**config.mk**
```make
export PLATFORM = sky130hd
export DESIGN_NAME = piso_serializer_flat
export DESIGN_NICKNAME = d
export VERILOG_FILES = /design/src/rtl/piso_serializer_if.sv /design/src/rtl/piso_serializer.sv /design/src/flat_wrapper.sv
export SDC_FILE = /design/constraint.sdc
export NUM_CORES = 1
export LEC_CHECK = 0
export ABC_CLOCK_PERIOD_IN_PS = 2300
export BUFFER_PORTS_ARGS = -buffer_cell sky130_fd_sc_hd__buf_2
export CORE_UTILIZATION = 37
export CTS_CLUSTER_DIAMETER = 100
export DETAILED_ROUTE_END_ITERATION = 16
export PLACE_DENSITY = 0.59
export REMOVE_ABC_BUFFERS = 1
export SLEW_MARGIN = 20
export SYNTH_ARGS = -nofsm -noshare
export SYNTH_HDL_FRONTEND = slang
export SYNTH_SLANG_ARGS = --single-unit
```
**constraint.sdc**
```tcl
create_clock -name clk -period 2.3 [get_ports clk]
set_clock_uncertainty 0.2 [all_clocks]
set_input_delay 0.23 -clock clk [delete_from_list [all_inputs] [get_ports clk]]
set_output_delay 0.23 -clock clk [all_outputs]
set_load 0.01 [all_outputs]
```
**src/rtl/piso_serializer_if.sv**
```systemverilog
// Handshake and serial-line bundle for piso_serializer.
// master = parallel producer side, slave = the serializer itself.
interface piso_serializer_if #(
    parameter int DATA_W = 8
);
    logic              in_valid;
    logic              in_ready;
    logic [DATA_W-1:0] in_data;
    logic              msb_first;
    logic              ser_out;
    logic              ser_valid;
    logic              frame_start;
    logic              done;
    logic              busy;

    modport master (
        output in_valid, in_data, msb_first,
        input  in_ready, ser_out, ser_valid, frame_start, done, busy
    );

    modport slave (
        input  in_valid, in_data, msb_first,
        output in_ready, ser_out, ser_valid, frame_start, done, busy
    );
endinterface

```
**src/rtl/piso_serializer.sv**
```systemverilog
// Parametrised parallel-in/serial-out serializer with valid/ready input and DIV clocks per bit.
// Define PISO_PARITY_EN to append an even-parity bit period after the data bits.
module piso_serializer #(
    parameter int DATA_W = 8,
    parameter int DIV    = 1
) (
    input logic               clk,
    input logic               reset,
    piso_serializer_if.slave  bus
);

    localparam int CNT_W = $clog2(DIV) + 1;
    localparam int BIT_W = $clog2(DATA_W) + 1;
    localparam logic [CNT_W-1:0] DIV_LAST = CNT_W'(DIV - 1);
    localparam logic [BIT_W-1:0] BIT_LAST = BIT_W'(DATA_W - 1);

    typedef enum logic [1:0] {
        IDLE   = 2'd0,
        SHIFT  = 2'd1
`ifdef PISO_PARITY_EN
        ,
        PARITY = 2'd2
`endif
    } state_t;

    state_t            state;
    state_t            state_next;
    logic [DATA_W-1:0] sreg;
    logic              msb_q;
    logic [BIT_W-1:0]  bit_cnt;
    logic [CNT_W-1:0]  div_cnt;
    logic              done_q;
    logic              div_last;
    logic              bit_last;
    logic              ready;
    logic              accept;
    logic              frame_end;
    logic              ser_bit;

`ifdef PISO_PARITY_EN
    logic              par_q;

    function automatic logic even_parity(input logic [DATA_W-1:0] word);
        return ^word;
    endfunction
`endif

    assign div_last = (div_cnt == DIV_LAST);
    assign bit_last = (bit_cnt == BIT_LAST);
    assign accept   = bus.in_valid & ready;

    // Next state, ready and frame-end decode
    always_comb begin
        state_next = state;
        ready      = 1'b0;
        frame_end  = 1'b0;
        case (state)
            IDLE: begin
                ready = 1'b1;
                if (bus.in_valid) state_next = SHIFT;
            end
            SHIFT: begin
                if (div_last && bit_last) begin
`ifdef PISO_PARITY_EN
                    state_next = PARITY;
`else
                    ready      = 1'b1;
                    frame_end  = 1'b1;
                    state_next = bus.in_valid ? SHIFT : IDLE;
`endif
                end
            end
`ifdef PISO_PARITY_EN
            PARITY: begin
                if (div_last) begin
                    ready      = 1'b1;
                    frame_end  = 1'b1;
                    state_next = bus.in_valid ? SHIFT : IDLE;
                end
            end
`endif
            default: state_next = IDLE;
        endcase
    end

    always_ff @(posedge clk or posedge reset) begin
        if (reset) state <= IDLE;
        else       state <= state_next;
    end

    // Shift register, counters and done strobe
    always_ff @(posedge clk or posedge reset) begin
        if (reset) begin
            sreg    <= '0;
            msb_q   <= 1'b0;
            bit_cnt <= '0;
            div_cnt <= '0;
            done_q  <= 1'b0;
`ifdef PISO_PARITY_EN
            par_q   <= 1'b0;
`endif
        end else begin
            done_q <= frame_end;
            if (accept) begin
                sreg    <= bus.in_data;
                msb_q   <= bus.msb_first;
                bit_cnt <= '0;
                div_cnt <= '0;
`ifdef PISO_PARITY_EN
                par_q   <= even_parity(bus.in_data);
`endif
            end else if (state == SHIFT) begin
                if (div_last) begin
                    div_cnt <= '0;
                    bit_cnt <= bit_cnt + BIT_W'(1);
                    sreg    <= msb_q ? {sreg[DATA_W-2:0], 1'b0} : {1'b0, sreg[DATA_W-1:1]};
                end else begin
                    div_cnt <= div_cnt + CNT_W'(1);
                end
            end
`ifdef PISO_PARITY_EN
            else if (state == PARITY) begin
                div_cnt <= div_last ? '0 : div_cnt + CNT_W'(1);
            end
`endif
            else begin
                bit_cnt <= '0;
                div_cnt <= '0;
            end
        end
    end

    always_comb begin
        ser_bit = 1'b0;
        case (state)
            SHIFT:   ser_bit = msb_q ? sreg[DATA_W-1] : sreg[0];
`ifdef PISO_PARITY_EN
            PARITY:  ser_bit = par_q;
`endif
            default: ser_bit = 1'b0;
        endcase
    end

    // in_ready is forced low while reset is held
    assign bus.in_ready    = ready & ~reset;
    assign bus.ser_out     = ser_bit;
    assign bus.ser_valid   = (state != IDLE);
    assign bus.busy        = (state != IDLE);
    assign bus.frame_start = (state == SHIFT) && (bit_cnt == '0) && (div_cnt == '0);
    assign bus.done        = done_q;

endmodule

```
**src/flat_wrapper.sv**
```systemverilog
// flat-port wrapper written by rule: the top's interface ports become plain ports
module piso_serializer_flat 
#(
    parameter int DATA_W = 8,
    parameter int DIV    = 1
)
  (clk, reset, bus_in_valid, bus_in_data, bus_msb_first, bus_in_ready, bus_ser_out, bus_ser_valid, bus_frame_start, bus_done, bus_busy);
  piso_serializer_if #(.DATA_W(DATA_W)) bus_i ();
  input logic clk;
  input logic reset;
  input wire logic [$bits(bus_i.in_valid)-1:0] bus_in_valid;
  input wire logic [$bits(bus_i.in_data)-1:0] bus_in_data;
  input wire logic [$bits(bus_i.msb_first)-1:0] bus_msb_first;
  output wire logic [$bits(bus_i.in_ready)-1:0] bus_in_ready;
  output wire logic [$bits(bus_i.ser_out)-1:0] bus_ser_out;
  output wire logic [$bits(bus_i.ser_valid)-1:0] bus_ser_valid;
  output wire logic [$bits(bus_i.frame_start)-1:0] bus_frame_start;
  output wire logic [$bits(bus_i.done)-1:0] bus_done;
  output wire logic [$bits(bus_i.busy)-1:0] bus_busy;
  assign bus_i.in_valid = bus_in_valid;
  assign bus_i.in_data = bus_in_data;
  assign bus_i.msb_first = bus_msb_first;
  assign bus_in_ready = bus_i.in_ready;
  assign bus_ser_out = bus_i.ser_out;
  assign bus_ser_valid = bus_i.ser_valid;
  assign bus_frame_start = bus_i.frame_start;
  assign bus_done = bus_i.done;
  assign bus_busy = bus_i.busy;
  piso_serializer #(.DATA_W(DATA_W), .DIV(DIV)) u_core (.clk(clk), .reset(reset), .bus(bus_i));
endmodule
```
* Word-level counts from Yosys, hierarchy flattened *
Cells that the tools add are included.

word-level totals
  register bits = 17
  bits of input ports = 12
  output and inout bits = 6
  word-level logic and storage cells = 46

operators by class
  $add $sub $neg = 2
  eq/ne operators = 6
  multiplexer cells = 19
  bitwise gates (word level) = 4
  reduce and logical (&&, ||, !) cells = 9

operator list
  cell                                                    count
  two-way mux 8 bit                                       4
  two-way mux 4 bit                                       3
  two-way mux 1 bit                                       8
  adder 4 x 1 -> 4 bit (second input constant)            1
  == test 4 x 3 -> 1 bit (second input constant)          1
  logical NOT 4 bit                                       1
  two-way mux 2 bit                                       2
  inequality test 2 bit (second input constant)           2
  case mux 2 bit (2 select lines)                         1
  AND reduction 2 bit                                     2
  nonzero test 2 bit                                      2
  logical AND 1 bit                                       3
  inequality test 3 bit (second input constant)           1
  bitwise AND 1 bit                                       2
  == test 2 x 1 -> 1 bit (second input constant)          1
  logical NOT 2 bit                                       1
  inequality test 2 x 1 -> 1 bit (second input constant)  1
  NOT 1 bit                                               2
  case mux 1 bit (2 select lines)                         1
  adder 1 bit (second input constant)                     1

* Logic depth before layout (Yosys ltp) *
  word-level depth = 7
  mapped depth = 6
  depth with buffers taken out = 4

* Worst setup path after synthesis *
OpenSTA, ideal clock, no wires.

  kind = flip-flop to flip-flop
  start = reg u_core.bit_cnt[0]
  end = reg u_core.msb_q
  setup time = 0.125 ns
  data arrival time = 1.383 ns
  required time = 1.975 ns
  path slack = 0.592 ns
  stages on the path, launching flop included = 6
  buffers on the path = 1
  clock period less this slack = 1.708 ns
  cells stage by stage = dfrtp_1 ha_1 and4b_1 buf_6 a21oi_1 mux2_2

between the ends
  word-level cells in the longest chain between the ends = 5

ends and longest elaborated chain
  what                             RTL line                text
  from (decl)                      piso_serializer.sv:30   logic [BIT_W-1:0] bit_cnt;
  from (signal assigned)           piso_serializer.sv:115  bit_cnt <= bit_cnt + BIT_W'(1);
  == test 4 x 3 -> 1 bit           piso_serializer.sv:49   assign bit_last = (bit_cnt == BIT_LAST);
  logical AND 1 bit                piso_serializer.sv:63   if (div_last && bit_last) begin
  two-way mux 1 bit                piso_serializer.sv:63
  case mux 1 bit (2 select lines)  piso_serializer.sv:57   case (state)
  bitwise AND 1 bit                piso_serializer.sv:50   assign accept = bus.in_valid & ready;
  to (signal assigned)             piso_serializer.sv:106  msb_q <= bus.msb_first;
  to (decl)                        piso_serializer.sv:29   logic msb_q;

Every way passes these cells.
A chain may end at the register's enable or synchronous reset.

* Final worst setup path *
Ends and elaborated chain as after synthesis.

==> qor.yml <==
die_w_um: 51
clockRootBuffer: "clkbuf_4"
num-nets-final: 120
cts_buffers: 3
tritoncts: "done"
fin_crit_sh: 0.781
setup-violations-final: 0
worst_pin_slew_ps: 588
clk_pin_slew_ps: 90
vdd_drop_max_uv: 490
synth.avg_cell_area_um2: 11.2
synth-edff-count: 0
cts_resized: 0
cp_max_fo: 10
synthesis.area_um2: 888
post-cts-setup-buffer-count: 0
clockBufferDepth: 2
cp_top_family: "flip-flops"
drtPass1Iterations: 3
busiest_layer: "met2"
place_congestion: 0.700
area_delta_synth_final_pct: 22.1
status: "finished, final reports clean"
start_util: 0.398
crit_path_top_delay_cell: "dfrtp_1"
final_cell_area_mm2: 0.00108
ys_ff_latch: 15
grt_max_degree: 16
drc_errors: 0
worst_r2r_endpoint: "u_core.msb_q"
syn_inst: 79
clock-sinks: 15
grt_pass1_vias: 666
ys_types: 22
hold_buffers: 10
slew_headroom: 0.608
core_mm2: 0.00223
antenna_found_initial: 0
p_per_area_mw_per_mm2: 1050
met2_usage: 0.259
rsz0062_at_grt: "no"
crit_arrival_ps: 1770
wl_per_cell_um: 12.6
yosys.area.top_type_share: 0.423
ys_top_cells_by_area: "dfrtp_1 (42%), mux2i_1 (17%), o221ai_2 (10%), buf_6 (5.1%), nand2_1 (4.2%)"
p_leak_nw: 0.524
path_cells: "ha_1 -> and4b_1 -> a21oi_1 -> mux2_2"
holdPathEnd: "u_core.state[0]"
via_count: 676
r2r_start: "u_core.bit_cnt[0]"
dpl_cell_area_um2: 958
drt_wl_total_um: 1680
drive_above_1_share: 0.276
die_h_um: 51
grtUsageMet3: 0.0268
grt_pass1_wl_um: 2940
whs_path_depth: 2
ant_nets: 0
crit_type: "flip-flop to flip-flop"
synth_ff_type: "dfrtp_1"
num_rows: 17
min_from: "bus_in_valid"
timing.fmax_mhz: 557
r2r_slack_ps: 500
maxCapViolCount: 0
worstPathRequired_ps: 2280
yosys.area.top_type: "dfrtp_1"
cp_num_buf_inv: 0
dieArea_mm2: 0.00260
final.min_clock_period_ps: 1800
grtUsageTotal: 0.159
io_buffers: 17
r2r_cells: 4
critPathCaptureType: "flip-flop"
setup_tns_ps: 0
slowest_delay_ps: 420
ys_seq_area_frac: 0.423
vias_per_cell: 5.08
htreeDepth: 1
fillCellCount: 230
finalHoldViolCount: 0
drtIter0Drc: 4
async_flop_share: 1.00
grt-ovfl-total: 0
drv_slew: 0
dp_hpwl_um: 1190
clk_latency_ps: 280
grt_util_met1: 0.194
ios: 18
min_path_type: "input pin to flip-flop"
start_kind: "flip-flop"
ys_warn_count: 0
antenna_cells: 0
where the power goes:
group          total [mW]  switching (mW)  internal [mW]
Clock               0.154          0.0869         0.0673
Sequential          0.493           0.121          0.373
Combinational       0.487           0.227          0.260
Total                1.13           0.435          0.700
metrics by stage:
step	power (mW)	std cells	hold slack [ps]	utilization	worst slack [ps]
global placement	0.975	119	135	0.429	521
global route	1.24	133	169	0.486	375
floorplan	0.845	73	-68.5	-	578
CTS	1.16	133	156	0.486	482
detailed placement	0.985	119	139	0.429	485
finish	1.13	133	164	0.486	503
cell families after synthesis:
kind of cell,Yosys count,share of synthesized area
AO/OA/AOI/OAI,11,0.141
XOR/XNOR,2,0.0197
adder cells (fa/ha/maj),2,0.0282
buffers and inverters,11,0.0859
flip-flops,15,0.423
multiplexers,16,0.182
AND/OR/NAND/NOR,22,0.121
Yosys cell counts, types with 2 or more instances:
| cell | n |
|---|---|
| dfrtp_1 | 15 |
| mux2i_1 | 15 |
| nand2_1 | 10 |
| nor2_1 | 6 |
| o221ai_2 | 6 |
| inv_1 | 5 |
| buf_6 | 4 |
| a21oi_1 | 2 |
| ha_1 | 2 |
| o221ai_1 | 2 |
registers in the layout, summed over array words and instances (netlist names):
signal	cells
u_core.bit_cnt	4
u_core.sreg	8
u_core.msb_q	1
u_core.state	1
u_core.bus.done	1
layout by cell type (no fill, tap or decap), drive strengths merged, types with 2 or more instances in the layout:
| cell | synthesis | routed |
|---|---|---|
| mux2i | 15 | 15 |
| inv | 5 | 5 |
| nand2 | 10 | 10 |
| o221ai | 8 | 8 |
| nor2 | 6 | 6 |
| ha | 2 | 2 |
| buf | 6 | 18 |
| dfrtp | 15 | 15 |
| dlygate4sd3 | 0 | 10 |
| a21oi | 2 | 2 |
| clkbuf | 0 | 4 |
| nand2b | 2 | 2 |
layer usage:
metal,vias to the layer above,share of wire
met3,4,0.028
li1,329,-
met5,-,0
met4,0,0.024
met2,11,0.48
met1,332,0.47
worst register-to-register path, cell delays in order (launching register included):
cell	delay, ps
dfrtp_1	420
ha_1	240
and4b_1	320
a21oi_1	180
mux2_2	340
how the worst max path moves through the flow:
| stage | from | endpoint | slack, ps | cells past startpoint |
|---|---|---|---|---|
| 2_1_floorplan | u_core.state[0] | u_core.msb_q | 580 | 3 |
| 3_3_place_gp | u_core.bit_cnt[0] | u_core.msb_q | 520 | 4 |
| 3_5_place_dp | u_core.bit_cnt[0] | u_core.msb_q | 480 | 4 |
| 4_1_cts | u_core.bit_cnt[0] | u_core.msb_q | 480 | 4 |
| 5_1_grt | u_core.bit_cnt[0] | u_core.sreg[7] | 380 | 4 |
| 6_report | u_core.bit_cnt[0] | u_core.msb_q | 500 | 4 |
layout make-up:
cell class	instances	area (um^2)	area share
Timing Repair Buffer	28	193	0.178
Sequential cell	15	375	0.346
Inverter	5	18.8	0.0173
Tap cell	28	35.0	0.0323
Clock buffer	4	26.3	0.0242
Multi-Input combinational cell	53	437	0.403
Note: power is estimated with default switching activity, not from simulation.
